File: src/rtl/fetch_stage.sv
// rtl/fetch_stage.sv - SPARC-subset fetch stage: PC/nPC delay-slot sequencing and IF/ID latch
// Optional FETCH_PERF_CNT_EN builds the saturating fetch/annul performance counters.
module fetch_stage #(
  parameter int              ADDR_W   = 8,
  parameter logic [ADDR_W-1:0] RESET_PC = '0,
  parameter logic [31:0]     NOP_WORD = 32'h0100_0000
) (
  input  logic              Clk,
  input  logic              R,
  input  logic              LE,
  input  logic [31:0]       Imem_Out,
  input  logic              Branch_taken,
  input  logic [ADDR_W-1:0] TA,
  input  logic              Jmpl_taken,
  input  logic [ADDR_W-1:0] JA,
  input  logic              Annul,
  output logic [ADDR_W-1:0] PC_Out,
  output logic [ADDR_W-1:0] nPC_Out,
  output logic [31:0]       IF_ID_Instr,
  output logic [ADDR_W-1:0] IF_ID_PC,
  output logic              IF_ID_Valid,
  output logic              IF_ID_DSlot,
  output logic [15:0]       Fetch_cnt,
  output logic [15:0]       Annul_cnt
);

  localparam logic [ADDR_W-1:0] STEP      = ADDR_W'(4);
  localparam logic [ADDR_W-1:0] RESET_NPC = RESET_PC + STEP;

  typedef enum logic {SEQ, DSLOT} state_t;

  state_t            state;
  state_t            state_nxt;
  logic              redirect;
  logic [ADDR_W-1:0] npc_nxt;

  // jmpl sits in EX, so it is older than any ID branch and wins
  always_comb begin
    redirect  = Jmpl_taken | Branch_taken;
    npc_nxt   = nPC_Out + STEP;
    state_nxt = state;
    if (Jmpl_taken) begin
      npc_nxt = JA;
    end else if (Branch_taken) begin
      npc_nxt = TA;
    end
    if (LE) begin
      state_nxt = redirect ? DSLOT : SEQ;
    end
  end

  always_ff @(posedge Clk) begin
    if (R) begin
      state <= SEQ;
    end else begin
      state <= state_nxt;
    end
  end

  always_ff @(posedge Clk) begin
    if (R) begin
      PC_Out      <= RESET_PC;
      nPC_Out     <= RESET_NPC;
      IF_ID_Instr <= '0;
      IF_ID_PC    <= '0;
      IF_ID_Valid <= 1'b0;
      IF_ID_DSlot <= 1'b0;
    end else if (LE) begin
      IF_ID_Instr <= Annul ? NOP_WORD : Imem_Out;
      IF_ID_Valid <= ~Annul;
      IF_ID_PC    <= PC_Out;
      IF_ID_DSlot <= (state == DSLOT);
      PC_Out      <= nPC_Out;
      nPC_Out     <= npc_nxt;
    end
  end

`ifdef FETCH_PERF_CNT_EN
  logic [15:0] fetch_q;
  logic [15:0] annul_q;

  always_ff @(posedge Clk) begin
    if (R) begin
      fetch_q <= '0;
      annul_q <= '0;
    end else if (LE) begin
      if (!Annul && fetch_q != 16'hFFFF) begin
        fetch_q <= fetch_q + 16'd1;
      end
      if (Annul && annul_q != 16'hFFFF) begin
        annul_q <= annul_q + 16'd1;
      end
    end
  end

  assign Fetch_cnt = fetch_q;
  assign Annul_cnt = annul_q;
`else
  assign Fetch_cnt = 16'h0000;
  assign Annul_cnt = 16'h0000;
`endif

endmodule

File: config.mk
export PLATFORM = sky130hd
export DESIGN_NAME = fetch_stage
export DESIGN_NICKNAME = d
export VERILOG_FILES = /design/src/rtl/fetch_stage.sv
export SDC_FILE = /design/constraint.sdc
export NUM_CORES = 1
export LEC_CHECK = 0
export ABC_AREA = 1
export ABC_CLOCK_PERIOD_IN_PS = 1600
export CELL_PAD_IN_SITES_DETAIL_PLACEMENT = 1
export CELL_PAD_IN_SITES_GLOBAL_PLACEMENT = 1
export CORE_MARGIN = 2
export CORE_UTILIZATION = 28
export DETAILED_ROUTE_END_ITERATION = 16
export GPL_TIMING_DRIVEN = 0
export PLACE_DENSITY = 0.95
export SLEW_MARGIN = 20
export SYNTH_ARGS = -nofsm -noshare
export SYNTH_HDL_FRONTEND = slang
export SYNTH_SLANG_ARGS = --single-unit
File: constraint.sdc
create_clock -name Clk -period 1.6 [get_ports Clk]
set_clock_uncertainty 0.1 [all_clocks]
set_input_delay 0.16 -clock Clk [delete_from_list [all_inputs] [get_ports Clk]]
set_output_delay 0.16 -clock Clk [all_outputs]
set_load 0.005 [all_outputs]
==> summary.txt, run 1 <==
Global routing
  • Most Used Layer, Global Route: met2
  • Largest net degree at the start of global routing: 11
  • Antenna violations before repair: 0
  • Grt ovf: 0
  • First-pass GRT wire length: 13.5 mm
  • Met3 Use GR: 0.0580
  • GR Util All Layers: 0.175
  • Met1 GRT Util: 0.188
  • Grt met2 use: 0.313
  • Vias in the first global route: 2869

Yosys
  • Cells taking the most area after synthesis: dfxtp_1 47%, nand2_1 13%, buf_4 11%
  • Largest area contributor in the netlist: dfxtp_1
  • Avg Inst Size Synth: 7.61 um2
  • Seq cells post-synth: 59
  • Synth cell types: 19
  • Post-Syn Area: 2490 um2
  • Top-area cell type share of the netlist area: 0.475
  • Synth Instances: 327
  • Yosys Warn Count: 0
  • Sequential area share after synthesis: 0.475

Placed design
  • Placed wire-length estimate: 6.41 mm
  • GPL Wtd Cong: 0.819
  • DP Area: 3830 um2
  • Port Buffers: 109
  • Placed insts: 575

Power
  • Worst vdd rail ir drop: 0.335 mV
  • PnR Total Power: 3.54 mW
  • Cell leakage power: 1.67 nW
  • Power per cell area: 880 nW/um2

Critical path
  • R2R Path End: nPC_Out[6]$_SDFFE_PP0P_
  • Reg2Reg Setup Slack: 0.35 ns
  • Critical R2R Launch: nPC_Out[2]$_SDFFE_PP1P_
  • Req. time, crit path: 1.34 ns
  • CP bufs+invs: 1
  • Critical path, cell by cell: clkdlybuf4s50_1
  • Slowest stage delay, CP: 0.53 ns
  • Crit path to: nPC_Out[4]
  • Crit-path leading delay family: buffers and inverters
  • Crit path arrival time: 1.28 ns
  • Critical Path Stages: 1
  • R2R cell count: 5
  • Critical path class: reg2out
  • Nature of the critical path endpoint: output pin
  • CP Launch Point: nPC_Out[4]$_SDFFE_PP0P_
  • CP Max Fanout: 8
  • Startpoint Class: flop
  • Critical-path top delay cell: clkdlybuf4s50_1

Cells and area
  • Layout area overhead: 61.7%
  • Finished Layout Cells: 591
  • Ratio of cells with drive above 1 in the final layout: 0.128
  • # fillers: 1080
  • Final Net Count: 533
  • Design Area, Final: 4020 um2
  • Ant. Diodes: 0
  • Most frequent cells in the layout: 109 x clkdlybuf4s50_1, 86 x nand2_1, 55 x dfxtp_1, 46 x a21oi_1, 38 x buf_4
  • Fin util: 0.464
  • Commonest non-fill, non-tap cell in the layout: clkdlybuf4s50_1

Drt
  • Avg WL per Cell: 13.9 um
  • Via count of the routed design: 2627
  • Drt first pass iters: 4
  • Initial DRC Count: 45
  • Total Wirelength: 8.21 mm
  • Via density: 4.45
  • DRT antenna net count: 0
  • Drc violations: 0

Timing
  • Hold Violations, Final: 1
  • Period utilization: 0.963
  • Period minus WS final: 1.54 ns
  • Min Hold Slack: -0.000269 ns
  • Final setup vio count: 0
  • RSZ-0062 raised after global routing: no
  • Final slew viol count: 0
  • Peak Freq: 0.649 GHz

CTS
  • CTS Sinks: 59
  • CTS Buf Count: 9
  • CTS tree: done
  • H-tree levels: 3
  • Reg clk slew, reported paths: 0.06 ns
  • Post-CTS Setup Bufs: 0
  • Clk root buf: clkbuf_8
  • CTS Hold Bufs: 0
  • Clk buf depth: 2
  • Clk_lat worst skew: 0.33 ns

Min path
  • Hold Crit Class: in2reg

Die
  • Die width: 98.3 um
  • Core area: 8680 um2
  • Die area: 9650 um2
  • Row cnt: 34
  • Initial Util: 0.287
  • Io pins: 144
  • Die Y: 98.3 um

Run status
  • Status: complete, but fails checks
  • Failing checks: hold timing

Run
  • Max-capacitance violation count: 0
-- flip-flops by register name, indices dropped and copies added, names as in the netlist --
signal       flops
PC_Out           8
IF_ID_Valid      1
nPC_Out          8
IF_ID_PC         8
IF_ID_Instr     32
IF_ID_DSlot      1
state            1
-- metal layers --
| metal | vias to the layer above | routed length (um) |
|---|---|---|
| met2 | 105 | 4170 |
| met3 | 11 | 711 |
| met1 | 1223 | 3210 |
| met4 | 0 | 115 |
| met5 | - | 0 |
| li1 | 1288 | - |
-- cell families (layout without fill, tap and decap cells) --
| logic type | count (synthesis) | in the layout | synth area share |
|---|---|---|---|
| other cells | 1 | 32 | 0.00151 |
| simple gates | 129 | 129 | 0.207 |
| compound gates | 76 | 76 | 0.158 |
| xor+xnor | 1 | 1 | 0.00352 |
| buf+inv | 60 | 185 | 0.150 |
| flops | 59 | 59 | 0.475 |
| fa+ha+maj | 1 | 1 | 0.00503 |
-- worst min path at each step --
stage / from / endpoint / cells past startpoint / slack, ns
CTS: R / IF_ID_Instr[25]$_SDFFE_PP0P_ / 2 / 0.001
detailed placement: R / IF_ID_Instr[25]$_SDFFE_PP0P_ / 2 / 0.36
floorplan: Imem_Out[24] / IF_ID_Instr[24]$_SDFFE_PP0P_ / 2 / 0.18
global route: R / IF_ID_Instr[31]$_SDFFE_PP0P_ / 2 / 0.006
global placement: IF_ID_Instr[9]$_SDFFE_PP0P_ / IF_ID_Instr[9]$_SDFFE_PP0P_ / 2 / 0.35
finish: R / IF_ID_Instr[31]$_SDFFE_PP0P_ / 2 / -0.0003
-- area by class of cell --
| class | instances | area [um2] | area share |
|---|---|---|---|
| clock buffer | 14 | 153 | 0.0379 |
| tap | 108 | 135 | 0.0336 |
| multi-input combinational | 239 | 1050 | 0.261 |
| clock inverter | 2 | 35.0 | 0.00871 |
| timing repair buffer | 109 | 1090 | 0.271 |
| inverter | 10 | 37.5 | 0.00933 |
| sequential | 59 | 1190 | 0.295 |
| buffer | 50 | 335 | 0.0834 |
-- what timing repair did --
item / in CTS / in global routing
gates resized for setup: 2 / 2
endpoints found under the hold margin: 0 / 0
setup endpoints to repair: 2 / 2
-- cell usage after synthesis (all sizes together) --
| cell | n |
|---|---|
| xor2 | 1 |
| nor2 | 36 |
| dfxtp | 59 |
| conb | 1 |
| o21ai | 25 |
| inv | 10 |
| clkbuf | 9 |
| a21oi | 46 |
| a22oi | 2 |
| buf | 41 |
| o21bai | 1 |
| ha | 1 |
| nand3 | 7 |
| nand2 | 86 |
| o211ai | 2 |
-- per-stage QoR --
step | TNS, ns | setup slack (ns) | hold WS (ns)
after floorplan | 0 | 0.464 | 0.181
after global placement | -0.953 | -0.0482 | 0.351
after detailed placement | -2.78 | -0.115 | 0.357
after CTS | 0 | 0.0118 | 0.00149
after global routing | 0 | 0.00981 | 0.00578
final | 0 | 0.0587 | -0.000269
-- report_power, final --
part | internal, mW | switching (mW) | total, mW
sequential | 1.55 | 0.0583 | 1.61
combinational | 0.359 | 0.254 | 0.612
clock | 0.762 | 0.556 | 1.32
Power figures use the tool's default switching activity.
==> run 2, diff against run 1 <==
--- a/config.mk
+++ b/config.mk
@@ -8,9 +8,9 @@
 export ABC_AREA = 1
 export ABC_CLOCK_PERIOD_IN_PS = 1600
 export CELL_PAD_IN_SITES_DETAIL_PLACEMENT = 1
-export CELL_PAD_IN_SITES_GLOBAL_PLACEMENT = 1
+export CELL_PAD_IN_SITES_GLOBAL_PLACEMENT = 2
 export CORE_MARGIN = 2
-export CORE_UTILIZATION = 28
+export CORE_UTILIZATION = 21
 export DETAILED_ROUTE_END_ITERATION = 16
 export GPL_TIMING_DRIVEN = 0
 export PLACE_DENSITY = 0.95
==> summary.txt, run 2 (synthesized netlist as in run 1, its figures left out) <==
Run status
  • Status: completed

CTS
  • Clk root buf: clkbuf_16
  • CTS Buf Count: 9
  • Clk_lat worst skew: 0.32 ns
  • CTS Sinks: 59
  • Clk buf depth: 2
  • H-tree levels: 3
  • Reg clk slew, reported paths: 0.05 ns
  • CTS tree: done

Timing
  • RSZ-0062 raised after global routing: no
  • Period minus WS final: 1.52 ns
  • Period utilization: 0.950
  • Slew margin rel.: 0.659
  • PnR worst setup slack: 0.0794 ns
  • Final slew viol count: 0
  • Hold Violations, Final: 0
  • Final setup vio count: 0
  • Worst-margin pin slew: 0.511 ns
  • Peak Freq: 0.658 GHz

Power
  • Worst vdd rail ir drop: 0.478 mV
  • Power per cell area: 950 nW/um2
  • Gate power share: 0.155
  • Clock power share: 0.438
  • Sequential Power Share: 0.407
  • Cell leakage power: 1.72 nW
  • Switch Pwr: 0.934 mW
  • PnR Total Power: 3.95 mW
  • Internal power: 3.02 mW
  • Sw frac: 0.236

Drt
  • Total Wirelength: 8.32 mm
  • Via density: 4.12
  • Initial DRC Count: 84
  • Drt first pass iters: 4
  • DRT antenna net count: 0
  • Drc violations: 0
  • Avg WL per Cell: 13.3 um
  • Via count of the routed design: 2574

Critical path
  • Reg2Reg Setup Slack: 0.41 ns
  • CP Launch Point: nPC_Out[4]$_SDFFE_PP0P_
  • Slowest stage delay, CP: 0.53 ns
  • Critical R2R Launch: nPC_Out[2]$_SDFFE_PP1P_
  • R2R cell count: 5
  • Crit path arrival time: 1.26 ns
  • Critical path class: reg2out
  • CP Max Fanout: 8
  • R2R Path End: nPC_Out[6]$_SDFFE_PP0P_
  • Req. time, crit path: 1.34 ns
  • Crit-path leading delay family: buffers and inverters
  • Critical path, cell by cell: clkdlybuf4s50_1
  • Critical-path top delay cell: clkdlybuf4s50_1
  • CP bufs+invs: 1
  • Nature of the critical path endpoint: output pin
  • Startpoint Class: flop

Cells and area
  • Design Area, Final: 4160 um2
  • Ratio of cells with drive above 1 in the final layout: 0.133
  • Final Net Count: 534
  • Most frequent cells in the layout: 109 x clkdlybuf4s50_1, 86 x nand2_1, 55 x dfxtp_1, 46 x a21oi_1, 38 x buf_4
  • Commonest non-fill, non-tap cell in the layout: clkdlybuf4s50_1
  • Top reg by flops: IF_ID_Instr
  • Ant. Diodes: 0
  • # fillers: 1396
  • Max reg flops: 32
  • Fin util: 0.362
  • Layout area overhead: 67.1%

Placed design
  • Placed wire-length estimate: 6.46 mm
  • Port Buffers: 109
  • GPL Wtd Cong: 0.814
  • DP Area: 3870 um2
  • Dpl ws: -0.173 ns

Die
  • Die area: 12700 um2
  • Row cnt: 39
  • Die Y: 113 um
  • Initial Util: 0.217
  • Core area: 11500 um2
  • Die width: 113 um
  • Io pins: 144

Min path
  • Hold Path End: nPC_Out[4]$_SDFFE_PP0P_
  • Hold path depth: 5
  • Hold path start: Jmpl_taken
  • Hold Crit Class: in2reg

Global routing
  • Largest net degree at the start of global routing: 11
  • Vias in the first global route: 2730
  • Antenna violations before repair: 0
  • First-pass GRT wire length: 13.6 mm
  • GR Util All Layers: 0.135
  • Grt ovf: 0

Run
  • Max-capacitance violation count: 0
-- run 2: cell types whose count changed in the layout (fill, tap and decap cells not counted) --
cell | before | now
bufinv_16 | 1 | 0
dlygate4sd3_1 | 0 | 1
clkbuf_1 | 12 | 8
clkinv_2 | 1 | 3
clkbuf_8 | 10 | 2
clkbuf_16 | 0 | 9
buf_2 | 3 | 4
clkbuf_2 | 1 | 0
-- run 2: worst max path at each step --
stage	to	slack (ns)	depth (start not counted)
floorplan	nPC_Out[6]$_SDFFE_PP0P_	0.46	5
global placement	IF_ID_Instr[5]$_SDFFE_PP0P_	-0.11	5
detailed placement	IF_ID_Instr[23]$_SDFFE_PP0P_	-0.17	5
CTS	nPC_Out[3]	0.007	1
global route	PC_Out[5]$_SDFFE_PP0P_	0.0004	6
finish	nPC_Out[4]	0.08	1
-- run 2: power by group through the flow --
stage / Sequential, mW / Combinational (mW) / Clock, mW
2_1_floorplan: 1.63 / 0.259 / 0
3_3_place_gp: 1.63 / 0.599 / 0
3_5_place_dp: 1.64 / 0.614 / 0
4_1_cts: 1.61 / 0.619 / 1.81
5_1_grt: 1.62 / 0.679 / 1.87
6_report: 1.61 / 0.613 / 1.73
-- run 2: routing by layer --
metal  vias to the layer above  wire length, um  track usage
met5                         -                0            0
met3                         5              821       0.0589
met2                        96             4050        0.233
met1                      1185             3370        0.148
met4                         0               68       0.0439
li1                       1288                -            -
-- run 2: stage by stage --
| stage | cells | hold slack [ns] | TNS (ns) |
|---|---|---|---|
| 3_3_place_gp | 610 | 0.349 | -2.97 |
| 5_1_grt | 625 | 0.186 | 0 |
| 2_1_floorplan | 358 | 0.181 | 0 |
| 6_report | 625 | 0.162 | 0 |
| 4_1_cts | 625 | 0.151 | 0 |
| 3_5_place_dp | 610 | 0.345 | -4.14 |
-- run 2: cell type report --
class	count	area, um2	share of cell area
Inverter	10	37.5	0.00903
Multi-Input combinational cell	239	1050	0.253
Timing Repair Buffer	110	1100	0.265
Sequential cell	59	1190	0.285
Clock buffer	11	253	0.0608
Buffer	50	335	0.0807
Clock inverter	3	15.0	0.00361
Tap cell	143	179	0.0430
-- run 2: what timing repair did --
item / CTS / global route
endpoints found under the setup margin: 1 / 5
resized for setup: 1 / 4
hold endpoints to repair: 1 / 0
setup buffers: 0 / 0
hold buffers: 1 / 0
==> run 3, diff against run 2 <==
--- a/config.mk
+++ b/config.mk
@@ -5,12 +5,11 @@
 export SDC_FILE = /design/constraint.sdc
 export NUM_CORES = 1
 export LEC_CHECK = 0
-export ABC_AREA = 1
 export ABC_CLOCK_PERIOD_IN_PS = 1600
 export CELL_PAD_IN_SITES_DETAIL_PLACEMENT = 1
 export CELL_PAD_IN_SITES_GLOBAL_PLACEMENT = 2
 export CORE_MARGIN = 2
-export CORE_UTILIZATION = 21
+export CORE_UTILIZATION = 22
 export DETAILED_ROUTE_END_ITERATION = 16
 export GPL_TIMING_DRIVEN = 0
 export PLACE_DENSITY = 0.95
==> summary.txt, run 3 <==
Global routing
  • First-pass GRT wire length: 12.2 mm
  • GR Util All Layers: 0.134
  • Met1 GRT Util: 0.156
  • Most Used Layer, Global Route: met2
  • Grt met2 use: 0.223
  • Antenna violations before repair: 0
  • Grt ovf: 0
  • Met3 Use GR: 0.0470
  • Largest net degree at the start of global routing: 11
  • Vias in the first global route: 2406

Drt
  • Avg WL per Cell: 14.1 um
  • Drt first pass iters: 6
  • Via density: 4.16
  • Drc violations: 0
  • Total Wirelength: 7.99 mm
  • Via count of the routed design: 2357
  • DRT antenna net count: 0
  • Initial DRC Count: 70

Cells and area
  • Fin util: 0.380
  • Top reg by flops: IF_ID_Instr
  • Max reg flops: 32
  • Final Net Count: 476
  • Layout area overhead: 67.0%
  • Commonest non-fill, non-tap cell in the layout: clkdlybuf4s50_1
  • Ratio of cells with drive above 1 in the final layout: 0.157
  • Ant. Diodes: 0
  • Most frequent cells in the layout: 109 x clkdlybuf4s50_1, 56 x nor2_1, 54 x dfxtp_1, 38 x buf_4, 32 x conb_1

Power
  • Internal power: 3.02 mW
  • Cell leakage power: 1.76 nW
  • Sw frac: 0.228
  • Worst vdd rail ir drop: 0.377 mV
  • Power per cell area: 944 nW/um2
  • PnR Total Power: 3.92 mW
  • Clock power share: 0.443
  • Switch Pwr: 0.893 mW
  • Gate power share: 0.149
  • Sequential Power Share: 0.408

Yosys
  • Top-area cell type share of the netlist area: 0.475
  • Avg Inst Size Synth: 9.20 um2
  • Cells taking the most area after synthesis: dfxtp_1 48%, buf_4 11%, a22oi_1 9.1%
  • Synth Instances: 270
  • Yosys Warn Count: 0
  • Post-synth top cells: 59 x dfxtp_1, 56 x nor2_1, 38 x buf_4
  • Largest area contributor in the netlist: dfxtp_1
  • Post-synth EDFFs: 0
  • Most common cell in the netlist: dfxtp_1
  • Synth cell types: 30
  • Main flop type after synthesis: dfxtp_1
  • Async set-reset flop share out of synthesis: 0
  • Sequential area share after synthesis: 0.475
  • Seq cells post-synth: 59
  • Post-Syn Area: 2480 um2

Critical path
  • R2R cell count: 5
  • Crit-path leading delay family: buffers and inverters
  • CP Max Fanout: 6
  • Critical R2R Launch: nPC_Out[3]$_SDFFE_PP0P_
  • Nature of the critical path endpoint: output pin
  • Critical-path top delay cell: clkdlybuf4s50_1
  • Slowest stage delay, CP: 0.54 ns
  • Crit path arrival time: 1.25 ns
  • Critical path class: reg2out
  • Critical path, cell by cell: clkdlybuf4s50_1
  • Reg2Reg Setup Slack: 0.16 ns
  • Req. time, crit path: 1.34 ns
  • CP bufs+invs: 1
  • Startpoint Class: flop
  • R2R Path End: nPC_Out[6]$_SDFFE_PP0P_

Die
  • Row cnt: 38
  • Die width: 110 um
  • Io pins: 144
  • Initial Util: 0.227
  • Core area: 10900 um2
  • Die Y: 110 um
  • Die area: 12200 um2

Timing
  • Final slew viol count: 0
  • Final setup vio count: 0
  • Period utilization: 0.947
  • Min Hold Slack: 0.133 ns
  • RSZ-0062 raised after global routing: no
  • Period minus WS final: 1.51 ns
  • Peak Freq: 0.660 GHz
  • Hold Violations, Final: 0

Min path
  • Hold Crit Class: in2reg
  • Hold Path End: nPC_Out[1]$_SDFFE_PP0P_
  • Hold path start: LE
  • Hold path depth: 3

CTS
  • H-tree levels: 3
  • Reg clk slew, reported paths: 0.05 ns
  • Clk buf depth: 2
  • Clk root buf: clkbuf_16
  • CTS tree: done
  • CTS Sinks: 59
  • Post-CTS Setup Bufs: 0
  • CTS Buf Count: 9
  • Clk_lat worst skew: 0.32 ns

Placed design
  • GPL Wtd Cong: 0.730
  • Placed wire-length estimate: 6.25 mm
  • Port Buffers: 109

Run status
  • Status: completed

Run
  • Max-capacitance violation count: 0
==> run 3: cell types whose count changed in the layout (fill, tap and decap cells not counted), moves of 3 or more <==
cell | before | now
buf_2 | 4 | 8
o21ai_0 | 25 | 3
nand2_1 | 86 | 8
nand3_1 | 7 | 3
a22oi_1 | 2 | 30
a211oi_1 | 0 | 3
o22ai_1 | 0 | 3
o21ai_1 | 0 | 4
mux2i_1 | 0 | 20
inv_1 | 9 | 6
nor2_1 | 33 | 56
a21oi_1 | 46 | 6
nor2_4 | 3 | 0
==> run 3: power by group through the flow <==
stage / registers (mW) / logic (mW) / clock network [mW]
3_3_place_gp: 1.62 / 0.576 / 0
3_5_place_dp: 1.62 / 0.587 / 0
5_1_grt: 1.60 / 0.645 / 1.89
4_1_cts: 1.60 / 0.590 / 1.81
2_1_floorplan: 1.61 / 0.270 / 0
6_report: 1.60 / 0.585 / 1.74
==> run 3: timing repair <==
item,CTS,global route
cloned,0,0
hold buffers,0,0
endpoints found under the setup margin,5,2
gates resized for setup,4,2
==> run 3: cell type report <==
class	count	area, um2
multi-input combinational	184	1050
inverter	7	26.3
buffer	51	344
clock buffer	14	264
fill	1276	6790
sequential	59	1190
tap	140	175
timing repair buffer	109	1090
clock inverter	2	10.0
==> run 3: worst register-to-register path: stages, from the launching register on <==
cell and delay (ns):
dfxtp_2 0.40, ha_1 0.21, nand3_1 0.12, xnor2_1 0.19, o21ai_1 0.09, a311oi_1 0.23
==> run 3: through the flow <==
stage / setup WS (ns) / cells / cell area (um2) / TNS [ns]
after floorplan: 0.293 / 301 / 2600 / 0
after global placement: 0.0187 / 550 / 3870 / 0
after detailed placement: -0.0271 / 550 / 3870 / -0.0852
after CTS: 0.00135 / 566 / 4150 / 0
after global routing: 0.00787 / 566 / 4150 / 0
final: 0.0855 / 566 / 4150 / 0
==> run 3: layer usage <==
metal / wire length, um / vias up
met2: 3980 / 83
met5: 0 / -
met1: 3240 / 1100
li1: - / 1168
met3: 649 / 6
met4: 121 / 0
==> run 3: how the worst max path moves through the flow <==
| stage | slack [ns] | end | start | cells after the start |
|---|---|---|---|---|
| floorplan | 0.29 | nPC_Out[6]$_SDFFE_PP0P_ | nPC_Out[2]$_SDFFE_PP1P_ | 5 |
| global placement | 0.02 | IF_ID_Instr[10]$_SDFFE_PP0P_ | Annul | 5 |
| detailed placement | -0.03 | nPC_Out[6]$_SDFFE_PP0P_ | nPC_Out[2]$_SDFFE_PP1P_ | 5 |
| CTS | 0.001 | nPC_Out[6] | nPC_Out[6]$_SDFFE_PP0P_ | 1 |
| global route | 0.008 | nPC_Out[6]$_SDFFE_PP0P_ | nPC_Out[3]$_SDFFE_PP0P_ | 5 |
| finish | 0.09 | nPC_Out[3] | nPC_Out[3]$_SDFFE_PP0P_ | 1 |
==> run 3: logic make-up (layout without fill, tap and decap cells) <==
family,Yosys count,in the layout,share of synthesized area
buffers and inverters,58,183,0.149
other,1,32,0.00151
xor gates and xnor gates,2,2,0.00705
and+or+nand+nor,72,72,0.119
adders and majority gates,1,1,0.00503
AOI/OAI and AO/OA,57,57,0.162
muxes,20,20,0.0806
DFF,59,59,0.475
